--- config.mk ---
export PLATFORM = sky130hd
export DESIGN_NAME = wb_master_single
export DESIGN_NICKNAME = d
export VERILOG_FILES = /design/src/rtl/wb_master_pkg.sv /design/src/rtl/wb_timeout_counter.sv /design/src/rtl/wb_master_single.sv
export SDC_FILE = /design/constraint.sdc
export NUM_CORES = 1
export LEC_CHECK = 0
export BUFFER_PORTS_ARGS = -buffer_cell sky130_fd_sc_hd__buf_2
export CAP_MARGIN = 5
export CELL_PAD_IN_SITES_DETAIL_PLACEMENT = 0
export CELL_PAD_IN_SITES_GLOBAL_PLACEMENT = 1
export CORE_MARGIN = 3
export CORE_UTILIZATION = 30
export CTS_BUF_LIST = sky130_fd_sc_hd__clkbuf_16
export CTS_CLUSTER_DIAMETER = 30
export CTS_CLUSTER_SIZE = 20
export DETAILED_ROUTE_END_ITERATION = 16
export PLACE_DENSITY = 0.8
export SETUP_SLACK_MARGIN = 0.4
export SLEW_MARGIN = 25
export SYNTH_ARGS = -nofsm -noshare
export SYNTH_HDL_FRONTEND = slang
export SYNTH_SLANG_ARGS = --single-unit
--- constraint.sdc ---
create_clock -name clk_i -period 4.5 [get_ports clk_i]
set_input_delay 0.9 -clock clk_i [delete_from_list [all_inputs] [get_ports clk_i]]
set_output_delay 0.9 -clock clk_i [all_outputs]
set_load 0.03 [all_outputs]
--- src/rtl/wb_master_pkg.sv ---
// Shared types and helpers for the single-transfer Wishbone initiator.
// The state enum is kept separate from the global state_t so the names cannot clash.
package wb_master_pkg;

    typedef enum logic [1:0] {
        WBM_IDLE   = 2'd0,
        WBM_ACTIVE = 2'd1,
        WBM_DONE   = 2'd2
    } wbm_state_t;

    localparam int SEL_MAX = 8;

    // Mask that keeps only the select lanes the data port actually has.
    function automatic logic [SEL_MAX-1:0] sel_mask(input int used);
        logic [SEL_MAX-1:0] m;
        m = '0;
        for (int i = 0; i < SEL_MAX; i++) begin
            if (i < used) begin
                m[i] = 1'b1;
            end else begin
                m[i] = 1'b0;
            end
        end
        return m;
    endfunction

endpackage

--- src/rtl/wb_timeout_counter.sv ---
// Cycle counter that flags when a bus wait reaches TIMEOUT cycles.
// A TIMEOUT of 0 means the counter never expires.
module wb_timeout_counter #(
    parameter int TIMEOUT = 255
) (
    input  logic clk_i,
    input  logic rst_ni,
    input  logic clear,
    input  logic enable,
    output logic expired
);

    localparam int CW = (TIMEOUT > 1) ? $clog2(TIMEOUT) : 1;
    localparam logic [CW-1:0] LAST = (TIMEOUT > 0) ? CW'(TIMEOUT - 1) : '0;

    logic [CW-1:0] count_r;

    // Wait-cycle counter: cleared when a cycle starts, advanced while waiting.
    always_ff @(posedge clk_i or negedge rst_ni) begin
        if (!rst_ni) begin
            count_r <= '0;
        end else if (clear) begin
            count_r <= '0;
        end else if (enable) begin
            count_r <= count_r + CW'(1);
        end
    end

    assign expired = (TIMEOUT != 0) ? (count_r == LAST) : 1'b0;

endmodule

--- src/rtl/wb_master_single.sv ---
// Wishbone B4 classic initiator: one READ or WRITE bus cycle per accepted command,
// answered by a one-cycle response strobe carrying read data or an error flag.
module wb_master_single
    import wb_master_pkg::*;
#(
    parameter int ADDR_WIDTH = 16,
    parameter int DATA_WIDTH = 32,
    parameter int GRANULE    = 8,
    parameter int TIMEOUT    = 255
) (
    input  logic                  clk_i,
    input  logic                  rst_ni,
    input  logic                  cmd_valid_i,
    output logic                  cmd_ready_o,
    input  logic                  cmd_we_i,
    input  logic [ADDR_WIDTH-1:0] cmd_adr_i,
    input  logic [DATA_WIDTH-1:0] cmd_dat_i,
    input  logic [SEL_MAX-1:0]    cmd_sel_i,
    output logic                  rsp_valid_o,
    output logic [DATA_WIDTH-1:0] rsp_dat_o,
    output logic                  rsp_err_o,
    output logic [ADDR_WIDTH-1:0] adr_o,
    output logic [DATA_WIDTH-1:0] dat_o,
    input  logic [DATA_WIDTH-1:0] dat_i,
    output logic [SEL_MAX-1:0]    sel_o,
    output logic                  we_o,
    output logic                  stb_o,
    output logic                  cyc_o,
    input  logic                  ack_i,
    input  logic                  err_i
);

    localparam int SEL_USED = DATA_WIDTH / GRANULE;
    localparam logic [SEL_MAX-1:0] SEL_MASK = sel_mask(SEL_USED);

    localparam logic [1:0] ST_IDLE   = 2'(WBM_IDLE);
    localparam logic [1:0] ST_ACTIVE = 2'(WBM_ACTIVE);
    localparam logic [1:0] ST_DONE   = 2'(WBM_DONE);

    logic [1:0] state_r;
    logic [1:0] state_s;
    logic       accept_s;
    logic       ack_ok_s;
    logic       fail_s;
    logic       finish_s;
    logic       count_en_s;
    logic       expired_s;

    assign cmd_ready_o = (state_r == ST_IDLE);
    assign accept_s    = cmd_valid_i & cmd_ready_o;
    assign finish_s    = ack_ok_s | fail_s;

    // Next state; err_i outranks ack_i, and both outrank the timeout.
    always_comb begin
        state_s    = state_r;
        ack_ok_s   = 1'b0;
        fail_s     = 1'b0;
        count_en_s = 1'b0;
        case (state_r)
            ST_IDLE: begin
                if (accept_s) begin
                    state_s = ST_ACTIVE;
                end else begin
                    state_s = ST_IDLE;
                end
            end
            ST_ACTIVE: begin
                if (err_i) begin
                    fail_s  = 1'b1;
                    state_s = ST_DONE;
                end else if (ack_i) begin
                    ack_ok_s = 1'b1;
                    state_s  = ST_DONE;
                end else if (expired_s) begin
                    fail_s  = 1'b1;
                    state_s = ST_DONE;
                end else begin
                    count_en_s = 1'b1;
                    state_s    = ST_ACTIVE;
                end
            end
            ST_DONE: begin
                state_s = ST_IDLE;
            end
            default: begin
                state_s = ST_IDLE;
            end
        endcase
    end

    wb_timeout_counter #(
        .TIMEOUT(TIMEOUT)
    ) u_timeout (
        .clk_i  (clk_i),
        .rst_ni (rst_ni),
        .clear  (accept_s),
        .enable (count_en_s),
        .expired(expired_s)
    );

    // State register and bus-side outputs; command fields are frozen for the whole cycle.
    always_ff @(posedge clk_i or negedge rst_ni) begin
        if (!rst_ni) begin
            state_r <= ST_IDLE;
            cyc_o   <= 1'b0;
            stb_o   <= 1'b0;
            we_o    <= 1'b0;
            adr_o   <= '0;
            dat_o   <= '0;
            sel_o   <= '0;
        end else begin
            state_r <= state_s;
            if (accept_s) begin
                cyc_o <= 1'b1;
                stb_o <= 1'b1;
                we_o  <= cmd_we_i;
                adr_o <= cmd_adr_i;
                dat_o <= cmd_dat_i;
                sel_o <= cmd_sel_i & SEL_MASK;
            end else if (finish_s) begin
                cyc_o <= 1'b0;
                stb_o <= 1'b0;
            end
        end
    end

    // Response outputs; data and status hold until the next response.
    always_ff @(posedge clk_i or negedge rst_ni) begin
        if (!rst_ni) begin
            rsp_valid_o <= 1'b0;
            rsp_err_o   <= 1'b0;
            rsp_dat_o   <= '0;
        end else begin
            rsp_valid_o <= finish_s;
            if (finish_s) begin
                rsp_err_o <= fail_s;
            end
            if (ack_ok_s && !we_o) begin
                rsp_dat_o <= dat_i;
            end
        end
    end

endmodule

Word-level counts from Yosys, hierarchy flattened
Cells that the tools add are included.

operators by class
  $add $sub $neg = 1
  $mul = 0
  div/mod/pow operators = 0
  magnitude comparators = 0
  eq/ne operators = 2
  shifts and indexed selects = 0
  mux-type cells = 20
  bitwise gates (word level) = 2
  reduce and logical (&&, ||, !) cells = 5

operators with widths
  kind                                                              count
  8-bit 2-to-1 mux                                                  2
  1-bit 2-to-1 mux                                                  14
  8-bit by 1-bit adder with 8-bit output (second input constant)    1
  8-bit == test (second input constant)                             1
  2-bit 2-to-1 mux                                                  3
  2-bit case mux with 2 select lines                                1
  2-bit nonzero test                                                2
  2-bit by 1-bit == test with 1-bit output (second input constant)  1
  2-bit zero test                                                   1
  1-bit bitwise AND                                                 1
  1-bit logical AND                                                 1
  1-bit zero test                                                   1
  1-bit OR                                                          1

storage, ports and cells
  bits in registers = 98
  bits in latches = 0
  memory bits (writable) = 0
  memory bits (read-only) = 0
  input bits = 94
  output and inout bits = 94
  logic and storage cells = 40
  memories = 0

Logic depth before layout (Yosys ltp)
  depth in word-level cells = 8
  mapped depth = 6
  gate-level depth less buffers = 5

Hierarchy
From an unflattened synthesis, not the netlist that was laid out.

unflattened totals
  cells, all modules = 246
  area total of the unflattened synthesis = 3,838.7 um^2

modules (own cells, without submodules)
  module              times used  cells an instance  area an instance (um^2)  seq. area each (um^2)
  wb_master_single    1           205                3,428.3                  2,252.2
  wb_timeout_counter  1           41                 410.4                    200.2

Worst setup path after synthesis
OpenSTA, ideal clock, no wires.

  path type = input to register
  start point = in ack_i
  end point = reg u_timeout.count_r[6]
  data arrival time = 1.970 ns
  slack = 2.450 ns
  cell stages on the path = 4
  buffers on the path = 1
  cell sequence = or4b_1 buf_2 nor4_4 mux2i_1

between the ends
  longest elaborated chain between the ends = 4

RTL lines
  item                                 line                      RTL
  start: declaration                   wb_master_single.sv:29    input logic ack_i,
  1-bit 2-to-1 mux                     wb_master_single.sv:71    end else if (ack_i) begin
  1-bit 2-to-1 mux                     wb_master_single.sv:68    if (err_i) begin
  1-bit 2-to-1 mux                     wb_master_single.sv:59    case (state_r)
  2-bit nonzero test (no source line)  n/a
  end signal: assignment               wb_timeout_counter.sv:25  count_r <= count_r + CW'(1);
  end: declaration                     wb_timeout_counter.sv:16  logic [CW-1:0] count_r;

No other way between the ends.
A chain may end at the register's enable or synchronous reset.

Worst setup path in the final report
  start point = in ack_i
  end point = reg rsp_dat_o[27]

between the ends
  longest elaborated chain between the ends = 4

RTL lines
  item                    line                     RTL
  1-bit 2-to-1 mux        wb_master_single.sv:71
  1-bit 2-to-1 mux        wb_master_single.sv:68
  1-bit 2-to-1 mux        wb_master_single.sv:59
  1-bit logical AND       wb_master_single.sv:138  if (ack_ok_s && !we_o) begin
  end signal: assignment  wb_master_single.sv:139  rsp_dat_o <= dat_i;
  end: declaration        wb_master_single.sv:20   output logic [DATA_WIDTH-1:0] rsp_dat_o,

No other way between the ends.

==> out/metrics.yaml <==
logic_synthesis:
  synth_edf_count: 0
  syn_area_per_cell_um2: 11.0
  ys.flop_type: "dfrtp_1"
  synth.largest_area_cell: "dfrtp_1"
  syn_inst: 370
  yosys.cell_types.count: 36
  netlist_area_um2: 4060
  ys_ff_latch: 98
  synth_area_leaders: "dfrtp_1, nand2_1, mux2_4, buf_6, mux2i_1"
  synthArstFlopShare_pct: 100
  synth_top_area_share_pct: 60.4
  seq_area_frac_synth_pct: 60.4
  yosys_warnings: 0
routing:
  drt_wl_total_um: 9630
  first_pass_iters: 4
  avgViaCountPerCell: 4.37
  drc: 0
  num_vias: 3142
  drtAntennaViolNets: 0
  wl_per_cell_um: 13.4
  first_iter_violations: 118
run_status:
  status: "finished clean"
die:
  chipWidth_um: 122
  die_h_um: 122
  core_area_um2: 12900
  io_pins: 188
  die_area_um2: 15000
  start_util_pct: 31.4
  std_cell_rows: 41
cells_and_area:
  drive_gt1_share_pct: 42.0
  antenna_cells: 0
  mostFrequentLayoutCell: "buf_2"
  num-nets-final: 638
  finalInstanceArea_um2: 5340
  final_cell_mix: "buf_2, nand2_1, dfrtp_1"
  fillers: 1281
  area_growth_syn_to_layout_pct: 31.6
  fin_util_pct: 41.3
clock_network:
  cts_buffers: 9
  cts_hold_buf: 0
  cts_root_buf: "clkbuf_16"
  cts_sinks: 98
  cts_buffer_depth: 2
  clkTransAtPathRegs_ns: 0.06
  cts_setup_buffers: 0
  worstSkewPairLatency_ns: 0.33
  tritoncts: "yes"
  cts_max_level: 3
  cts_resized: 0
placed_design:
  io_buffers: 179
  hpwlAfterDp_um: 6700
  place_area_um2: 5070
  gp_congestion: 0.748
sta:
  finClkSkew_ns: 0.00454
  fmax_mhz: 455
  worstMarginPinSlew_ns: 0.962
  setup_viol: 0
  setup_tns_ns: 0
  whs_ns: 0.469
  slew_violations: 0
  fin_crit_sh_pct: 48.8
  max-slew-margin-rel_pct: 35.9
  finalCriticalPeriod_ns: 2.20
  hold_violations: 0
  rsz0062_at_grt: "false"
critical_path:
  crit_buf_inv: 1
  path_delay_family: "simple AND/OR/NAND/NOR gates"
  arrival_ns: 2.41
  worst_setup_path_end_kind: "flop"
  cp.required_ns: 4.71
  crit_slowest_cell: "or3_2"
  crit_chain: "buf_2 > nand3b_1 > or3_2 > mux2_4"
  start_kind: "input port"
  cp_max_fo: 32
  cpPeakStageDelay_ns: 0.84
  crit_type: "input port to flop"
grt:
  grt_pass1_vias: 3141
  grt_max_degree: 61
  grt_pass1_wl_um: 15500
  antenna_found_initial: 0
  grt_use_total_pct: 13.0
  grt.overflow.total: 0
pwr:
  p_per_area_nw_per_um2: 693
  p_leak_nw: 2.99
  peakVddDrop_uv: 234
min_path:
  hold_path_class: "flop to flop"
run:
  maxCapViolCount: 0
-- worst register-to-register path, stage by stage, from the launching register on --
cell and delay [ns]:
dfrtp_1 0.45, nand3b_1 0.20, or3_2 0.84, mux2_4 0.47
-- synth_stat cells, types with 2 or more instances --
cell type / n
a21oi_1: 5
buf_6: 4
nor2_1: 5
nand3_1: 3
and3_1: 3
buf_2: 7
a211oi_1: 4
mux2_4: 30
dfrtp_1: 98
nand4_1: 2
a41oi_1: 2
mux2_2: 2
nand2_1: 165
inv_1: 3
mux2i_1: 4
clkbuf_1: 8
ha_1: 2
buf_4: 5
-- metal layers --
metal,GRT usage [%],routed length [um]
met2,20.1,4320
met3,4.10,958
met1,17.2,4210
met5,0,0
met4,5.04,132
-- area by class of cell --
cell class | instances | area [um^2] | share of cell area [%]
well taps | 172 | 215 | 4.03
clock inverters | 7 | 52.6 | 0.983
inverters | 3 | 11.3 | 0.211
multi-input cells | 248 | 1470 | 27.4
flip-flops and latches | 98 | 2450 | 45.9
clock buffers | 9 | 225 | 4.21
repair buffers | 182 | 921 | 17.2
-- final timing paths --
check / slack (ns) / startpoint / cells past startpoint / end
min in group asynchronous: 0.63 / rst_ni / 1 / rsp_dat_o[11]$_DFFE_PN0P_
max: 2.30 / ack_i / 4 / rsp_dat_o[27]$_DFFE_PN0P_
min: 0.47 / dat_o[10]$_DFFE_PN0P_ / 2 / dat_o[10]$_DFFE_PN0P_
max reg2reg: 2.43 / state_r[1]$_DFF_PN0_ / 3 / rsp_dat_o[27]$_DFFE_PN0P_
min reg2reg: 0.47 / dat_o[10]$_DFFE_PN0P_ / 2 / dat_o[10]$_DFFE_PN0P_
max in group asynchronous: 2.85 / rst_ni / 2 / sel_o[3]$_DFFE_PN0P_
-- flip-flops by register name, indices dropped and copies added, names as in the netlist --
name,cells
we_o,1
state_r,2
cyc_o,1
sel_o,4
dat_o,32
rsp_dat_o,32
u_timeout.count_r,8
adr_o,16
rsp_valid_o,1
rsp_err_o,1
-- logic make-up after synthesis --
group | share of synthesized area, %
fa+ha+maj | 0.616
buf+inv | 3.91
other cells | 0.0924
flops | 60.4
simple gates | 19.3
compound gates | 3.02
mux | 12.6
-- report_power, final --
| group | total [mW] | leakage (nW) | internal [mW] | switching (mW) |
|---|---|---|---|---|
| registers | 1.39 | 1.21 | 1.21 | 0.182 |
| logic | 1.58 | 1.64 | 0.531 | 1.05 |
| clock network | 0.728 | 0.142 | 0.419 | 0.309 |
| total | 3.70 | 2.99 | 2.16 | 1.54 |
-- stage by stage --
step                      cells  worst slack, ns  total power [mW]
final                       719             2.30              3.70
after global routing        719             2.24              3.93
after CTS                   719             2.32              3.76
after detailed placement    703             1.95              3.00
after global placement      703             1.97              2.97
after floorplan             373             2.45              2.51
(Power assumes the default switching activity.)
